<file path="src/rtl/regread_arbiter.sv">
// Round-robin arbiter sharing one register-file read port among NREQ requesters.
// Holds a single registered response slot with back-pressure and XZR zeroing.
module regread_arbiter #(
    parameter int NREQ = 4,
    parameter int AW   = 5,
    parameter int DW   = 64
) (
    input  logic                 clk,
    input  logic                 reset,
    input  logic [NREQ-1:0]      req_valid,
    input  logic [NREQ*AW-1:0]   req_addr,
    output logic [NREQ-1:0]      req_ready,
    output logic [AW-1:0]        rd_sel,
    input  logic [DW-1:0]        rd_data,
    output logic [NREQ-1:0]      rsp_valid,
    output logic [DW-1:0]        rsp_data,
    input  logic                 rsp_ready
);

    localparam int            PW     = (NREQ > 1) ? $clog2(NREQ) : 1;
    localparam logic [PW:0]   NREQ_W = (PW+1)'(NREQ);

    // The all-ones address is the zero register: it reads as zero whatever the mux returns.
    function automatic logic [DW-1:0] xzr_zero(input logic [AW-1:0] addr,
                                                input logic [DW-1:0] data);
        return (&addr) ? '0 : data;
    endfunction

    logic [PW-1:0]   ptr_p0;
    logic [PW-1:0]   win_p0;
    logic [PW-1:0]   ptr_nxt_p0;
    logic [PW:0]     idx_p0;
    logic            found_p0;
    logic            grant_p0;
    logic [NREQ-1:0] win_oh_p0;
    logic [AW-1:0]   win_addr_p0;

    // Stage p0: pick the first valid requester starting at ptr, wrapping modulo NREQ
    always_comb begin
        win_p0   = ptr_p0;
        found_p0 = 1'b0;
        idx_p0   = '0;
        for (int i = 0; i < NREQ; i++) begin
            idx_p0 = {1'b0, ptr_p0} + (PW+1)'(i);
            if (idx_p0 >= NREQ_W) begin
                idx_p0 = idx_p0 - NREQ_W;
            end
            if (!found_p0 && req_valid[idx_p0[PW-1:0]]) begin
                found_p0 = 1'b1;
                win_p0   = idx_p0[PW-1:0];
            end
        end
    end

    always_comb begin
        win_oh_p0   = '0;
        win_addr_p0 = '0;
        for (int k = 0; k < NREQ; k++) begin
            if (win_p0 == PW'(k)) begin
                win_oh_p0[k] = 1'b1;
                win_addr_p0  = req_addr[k*AW +: AW];
            end
        end
    end

    // Slot is free when empty or being drained this cycle; nothing is granted under reset.
    assign grant_p0   = reset & (|req_valid) & (~(|rsp_valid) | rsp_ready);
    assign req_ready  = grant_p0 ? win_oh_p0 : '0;
    assign rd_sel     = grant_p0 ? win_addr_p0 : '0;
    assign ptr_nxt_p0 = (win_p0 == PW'(NREQ-1)) ? '0 : win_p0 + PW'(1);

    // Stage p1: registered response slot and round-robin pointer
    always_ff @(posedge clk or negedge reset) begin
        if (!reset) begin
            ptr_p0    <= '0;
            rsp_valid <= '0;
            rsp_data  <= '0;
        end else if (grant_p0) begin
            ptr_p0    <= ptr_nxt_p0;
            rsp_valid <= win_oh_p0;
            rsp_data  <= xzr_zero(win_addr_p0, rd_data);
        end else if (rsp_ready) begin
            rsp_valid <= '0;
        end
    end

endmodule

</file>
<file path="config.mk">
export PLATFORM = sky130hd
export DESIGN_NAME = regread_arbiter
export DESIGN_NICKNAME = d
export VERILOG_FILES = /design/src/rtl/regread_arbiter.sv
export SDC_FILE = /design/constraint.sdc
export NUM_CORES = 1
export LEC_CHECK = 0
export ABC_AREA = 1
export CAP_MARGIN = 15
export CORE_MARGIN = 2
export CORE_UTILIZATION = 44
export CTS_CLUSTER_DIAMETER = 150
export CTS_CLUSTER_SIZE = 25
export DETAILED_ROUTE_END_ITERATION = 10
export GPL_ROUTABILITY_DRIVEN = 1
export GPL_TIMING_DRIVEN = 0
export PLACE_DENSITY = 0.87
export SLEW_MARGIN = 10
export SYNTH_ARGS = -nofsm -noshare
export SYNTH_HDL_FRONTEND = slang
export SYNTH_SLANG_ARGS = --single-unit
</file>
<file path="constraint.sdc">
create_clock -name clk -period 8.05 [get_ports clk]
set_clock_uncertainty 0.2 [all_clocks]
set_input_delay 1.61 -clock clk [delete_from_list [all_inputs] [get_ports clk]]
set_output_delay 1.61 -clock clk [all_outputs]
set_load 0.005 [all_outputs]
</file>
==> results of run 1 <==
[kinds of logic after synthesis]
| group | count (synthesis) | share of synthesized area |
|---|---|---|
| buffers and inverters | 43 | 0.0582 |
| and+or+nand+nor | 246 | 0.286 |
| adders and majority gates | 4 | 0.0148 |
| DFF | 70 | 0.519 |
| AOI/OAI and AO/OA | 81 | 0.122 |
[worst paths after layout]
check,cells past startpoint,slack (ns),start,endpoint
setup / recovery,17,1.86,req_valid[1],rd_sel[1]
max in group asynchronous,2,6.10,reset,rsp_valid[1]
min in group asynchronous,1,1.00,reset,rsp_data[40]
hold reg to reg,2,0.29,rsp_data[5],rsp_data[5]
hold / removal,2,0.29,rsp_data[5],rsp_data[5]
setup reg to reg,21,4.65,ptr_p0[1],rsp_data[42]
[Yosys cell counts, drive strengths merged]
cell,count,area share
a21oi,10,0.015
buf,16,0.028
clkbuf,8,0.0089
dfrtp,70,0.52
ha,4,0.015
inv,19,0.021
nand2,218,0.24
nand3,11,0.018
nor2,17,0.024
o21a,1,0.0022
o21ai,67,0.099
o22ai,3,0.0056
[metal layers]
| layer | global-route usage | vias to the layer above | share of wire |
|---|---|---|---|
| li1 | - | 1758 | - |
| met1 | 0.283 | 1681 | 0.39 |
| met2 | 0.436 | 145 | 0.50 |
| met3 | 0.104 | 20 | 0.093 |
| met4 | 0.0808 | 0 | 0.019 |
| met5 | 0 | - | 0 |
[report_power, final]
part	total [mW]	internal (mW)	switching, mW
Combinational	1.06	0.527	0.535
Clock	0.296	0.161	0.135
Sequential	0.589	0.500	0.0887
Total	1.95	1.19	0.758
[tightest hold or removal path, stage by stage (launching register included)]
cell     delay [ns]
dfrtp_1        0.35
nand2_1        0.05
o21ai_0        0.06
[layout make-up]
| type | count | area, um2 |
|---|---|---|
| fill | 550 | 1930 |
| sequential | 70 | 1750 |
| timing repair buffer | 168 | 1690 |
| multi-input combinational | 331 | 1430 |
| clock buffer | 12 | 155 |
| buffer | 24 | 125 |
| tap | 99 | 124 |
| inverter | 19 | 71.3 |
| clock inverter | 4 | 55.1 |
[state kept, by name, summed over array words and instances, names as in the netlist]
name and flops:
ptr_p0 2, rsp_valid 4, rsp_data 64
[per-stage QoR]
step	hold slack, ns	cell area (um2)	util
after floorplan	0.276	3370	-
after global placement	0.267	5170	0.705
after detailed placement	0.274	5190	0.708
after CTS	0.293	5400	0.736
after global routing	0.312	5400	0.736
final	0.290	5400	0.736
==> summary.md, run 1 <==
| Metric | Value |
|---|---|
| Run status | finished, final reports clean |
| CP Data Required Time | 6.24 ns |
| Syn_nets | 539 |
| CTS tree | done |
| Post-CTS Hold Fix Bufs | 0 |
| Root buf cell | clkbuf_8 |
| Relative slew slack | 0.703 |
| Tot GR Track Use | 0.253 |
| Worst path max stage delay | 0.54 ns |
| Crit path capture type | output port |
| Critical path class | in2out |
| Synthesized area | 0.00337 mm2 |
| IO Pins | approximately 170 |
| Avg Cell Area, Syn | 7.60 um2 |
| Vias in the first global route | 3598 |
| Post-DP HPWL | 8.02 mm |
| Seq/Total Area, Yosys | 0.519 |
| DR pass1 iterations | 4 |
| Drt via density | 4.96 |
| Unrepaired setup endpoints after global routing | no |
| Clk_lat worst skew | 0.33 ns |
| Least-Margin Pin Slew | ~0.45 ns |
| Worst Setup Start Kind | input port |
| Cts repair resizes | 0 |
| GRT overflow | 0 |
| Maximum vdd drop | around 0.18 mV |
| Clock Sinks | 70 |
| Diode count | 0 |
| H-tree depth | 3 |
| Total Wirelength | about 10 mm |
| Crit-path most repeated cell | nand2_1 |
| Worst-path clk slew | 0.08 ns |
| TritonCTS Buffers | 9 |
| Top delay family on crit path | simple AND/OR/NAND/NOR gates |
| Placed Cells | 711 |
| FP Rows | 31 |
| Final Max Tran Viols | 0 |
| CP Buf/Inv Count | 2 |
| Die Width | 91.6 um |
| Max Freq | ~160 MHz |
| Non-Filler Instances | 727 |
| Syn-to-layout area delta | 60.0% |
| Drt drc | 0 |
| Cells after Synth | between 400 and 500 |
| Distinct cell type count after synthesis | 21 |
| Final cycle utilization of the critical path | 0.769 |
| Ys Warns | 0 |
| CP max stage cell | clkdlybuf4s50_1 |
| Clk buf depth | 2 |
| Starting Density | 0.460 |
| Fin crit period | 6.19 ns |
| Commonest non-fill, non-tap cells in the layout | nand2_1 (216), clkdlybuf4s50_1 (166), dfrtp_1 (70) |
| Pwr/cell area | 361 mW/mm2 |
| Tot Pwr | 1.95 mW |
| Final hold vios | 0 |
| Setup Fix Bufs, Post-CTS | 0 |
| Cell Chain, Critical Path | clkdlybuf4s50_1, nand2_1, nand3_1, nand2_1, nand3_1, nand2_1, nand2_1, nand2_1, nand2_1, nand2_1, ha_1, nor2_4, nand2_1, nand2_1, nand2_1, a21oi_1, clkdlybuf4s50_1 |
| I/O Buffers | between 150 and 200 |
| Core Region | 0.00733 mm2 |
| Hold Path Class | reg2reg |
| Final ANT Viol Nets | 0 |
| WL/cell | 14.4 um |
| Share of cells above drive strength 1 | 0.0637 |
| Vert. Die Dim | 91.6 um |
| First-pass GRT wire length | approximately 17 mm |
| Largest fanout on the critical path | 7 |
| Critical Path AT | 4.38 ns |
| P_leak | between 2 and 2.5 nW |
| Worst setup margin | roughly 1.9 ns |
| Max-cap viol count | 0 |
| Setup_tns | 0 ns |
| Die ar. | 0.00839 mm2 |
| Global placement routability congestion | 0.911 |
| Placement Setup Slack | ~1.9 ns |
| Yosys reg bits | 70 |
| Number of antenna violations at the first check in global routing | 0 |
| Most common cell after layout, fill and taps aside | nand2_1 |
| Final setup viols | 0 |
| Final #Nets | 718 |
| Via Count | 3604 |
| Largest net degree at the start of global routing | 43 |
| Detailed router's first-iteration violation count | 149 |
Note: power is estimated with default switching activity, not from simulation.
==> inputs of run 2 (changes only) <==
- CORE_UTILIZATION: 44 -> 37
- PLACE_DENSITY: 0.87 -> 0.78
- clock period: 8.05 -> 5.3 ns (I/O delays scaled with it)
==> summary.md, run 2 (synthesis gave the netlist of run 1 again) <==
| Metric | Value |
|---|---|
| Drt via density | 4.80 (-3.3%) |
| Final setup viols | 0 (unchanged) |
| Critical Path AT | 3.79 ns (-0.59 ns) |
| Crit path from | req_valid[2] |
| FP Rows | 34 (+9.7%) |
| Share of cells above drive strength 1 | 0.0637 (unchanged) |
| Detailed router's first-iteration violation count | 157 (+5.4%) |
| Clk buf depth | 2 (unchanged) |
| IO Pins | 168 (unchanged) |
| Syn-to-layout area delta | 61.6% |
| Starting Density | 0.385 (-0.0753) |
| P_leak | 2.51 nW (+0.81%) |
| Drt drc | 0 (unchanged) |
| Setup Fix Bufs, Post-CTS | 0 (unchanged) |
| Core Region | 0.00876 mm2 (+20%) |
| Worst-path clk slew | 0.08 ns (about the same) |
| Vert. Die Dim | 99.5 um (+8.7%) |
| Fin crit period | around 5.1 ns |
| Cts repair resizes | 0 (unchanged) |
| Crit path capture type | output port |
| Tot GR Track Use | 0.209 (-0.0442) |
| Root buf cell | clkbuf_8 |
| Hold Path Class | reg2reg |
| GR Util met2 | 0.357 (-0.0792) |
| Number of antenna violations at the first check in global routing | 0 (unchanged) |
| Relative slew slack | 0.703 (about the same) |
| Unrepaired setup endpoints after global routing | no |
| Diode count | 0 (unchanged) |
| Grt met3 use | 0.0541 (-0.0496) |
| Total Wirelength | 10.1 mm (-3.3%) |
| Least-Margin Pin Slew | 0.446 ns (+0.000601 ns) |
| Final #Nets | 718 (unchanged) |
| WL/cell | 13.8 um (-4.5%) |
| Final hold vios | 0 (unchanged) |
| Global placement routability congestion | 0.909 (-0.24%) |
| Largest fanout on the critical path | 7 (unchanged) |
| Maximum vdd drop | 0.221 mV (+25%) |
| Max Freq | 198 MHz |
| DR pass1 iterations | 4 (unchanged) |
| Critical path class | in2out |
| Post-CTS Hold Fix Bufs | 0 (unchanged) |
| Max-cap viol count | 0 (unchanged) |
| Largest net degree at the start of global routing | 66 (+53%) |
| GRT overflow | 0 (unchanged) |
| Vias in the first global route | 3542 (-1.6%) |
| TritonCTS Buffers | 9 (unchanged) |
| Registers with the most flip-flops | rsp_data x64, rsp_valid x4, ptr_p0 x2 |
| Non-Filler Instances | 736 (+1.2%) |
| Largest register FFs | 64 (unchanged) |
| H-tree depth | 3 (unchanged) |
| Reg with most FFs | rsp_data |
| Placement Setup Slack | 0.266 ns (-1.65 ns) |
| I/O Buffers | 167 (unchanged) |
| Die ar. | 0.00990 mm2 (+18%) |
| First-pass GRT wire length | 16.6 mm (-1.6%) |
| Worst setup margin | 0.247 ns (-1.61 ns) |
| Clock Sinks | 70 (unchanged) |
| Die Width | 99.5 um (+8.7%) |
| Crit Reg-Reg Startpoint | ptr_p0[1] |
| GRT busiest layer | met2 |
| Via Count | 3530 (-2.1%) |
| CP Data Required Time | 4.04 ns (-2.20 ns) |
| M1 GR Usage | 0.259 (-0.0243) |
| Clk_lat worst skew | 0.34 ns (about the same) |
| Worst Setup Start Kind | input port |
| Most common cell after layout, fill and taps aside | nand2_1 |
| Placed Cells | 720 (+1.3%) |
| Run status | finished, final reports clean |
| Commonest non-fill, non-tap cells in the layout | nand2_1 (216), clkdlybuf4s50_1 (166), dfrtp_1 (70) |
| CTS tree | done |
| Hold wc startpoint | rsp_data[54] |
| Pwr/cell area | 552 mW/mm2 (+53%) |
| Final ANT Viol Nets | 0 (unchanged) |
| Post-DP HPWL | 7.57 mm (-5.6%) |
| Final Max Tran Viols | 0 (unchanged) |
| Final cycle utilization of the critical path | 0.953 |
run 2: changes by cell type in the layout (fill, tap and decap cells not counted), sizes merged:
cell | before | now
clkbuf | 20 | 19
clkinv | 2 | 1
bufinv | 1 | 3
run 2: worst paths after layout:
| check | end | slack [ns] | cells past startpoint |
|---|---|---|---|
| min | rsp_data[54] | 0.29 | 2 |
| min in group asynchronous | rsp_data[26] | 0.32 | 1 |
| max in group asynchronous | rsp_data[49] | 4.05 | 2 |
| max reg2reg | rsp_data[52] | 1.88 | 21 |
| min reg2reg | rsp_data[54] | 0.29 | 2 |
| max | rd_sel[2] | 0.25 | 17 |
run 2: routing by layer:
| metal | wire (um) | up-vias |
|---|---|---|
| met5 | 0 | - |
| met4 | 163 | 0 |
| met3 | 631 | 16 |
| met2 | 5030 | 113 |
| met1 | 4300 | 1645 |
| li1 | - | 1756 |
run 2: worst max-delay path, cell delays in order:
cell	delay, ns
clkdlybuf4s50_1	0.54
nand2_1	0.07
nand2_1	0.09
nand2_1	0.07
nand2_1	0.06
nand2_1	0.07
nor2_2	0.15
nand2_1	0.09
nand3_1	0.08
nand2_1	0.09
ha_1	0.26
inv_1	0.22
nor2_1	0.07
nor2_1	0.09
nand2_1	0.08
a21oi_1	0.16
clkdlybuf4s50_1	0.53
run 2: where the power goes:
part | internal, mW | total [mW] | leakage (nW) | switching, mW
sequential | 0.759 | 0.889 | 0.863 | 0.130
combinational | 0.802 | 1.59 | 1.53 | 0.788
clock | 0.327 | 0.531 | 0.120 | 0.204
run 2: cell type report:
type	instances	area, um2
clock inverters	5	106
fillers	779	3310
well taps	108	135
repair buffers	168	1700
plain buffers	24	125
inverters	19	71.3
flip-flops and latches	70	1750
multi-input cells	331	1430
clock buffers	11	141
run 2: through the flow:
step           setup TNS, ns  power [mW]  utilization  hold WS, ns  instance area [um2]
4_1_cts                    0        3.03        0.622        0.294                 5450
2_1_floorplan              0        1.67            -        0.276                 3370
3_3_place_gp          -12.49        2.45        0.591        0.267                 5180
6_report                   0        3.01        0.622        0.290                 5450
5_1_grt                    0        3.26        0.622        0.304                 5450
3_5_place_dp               0        2.49        0.594        0.276                 5210
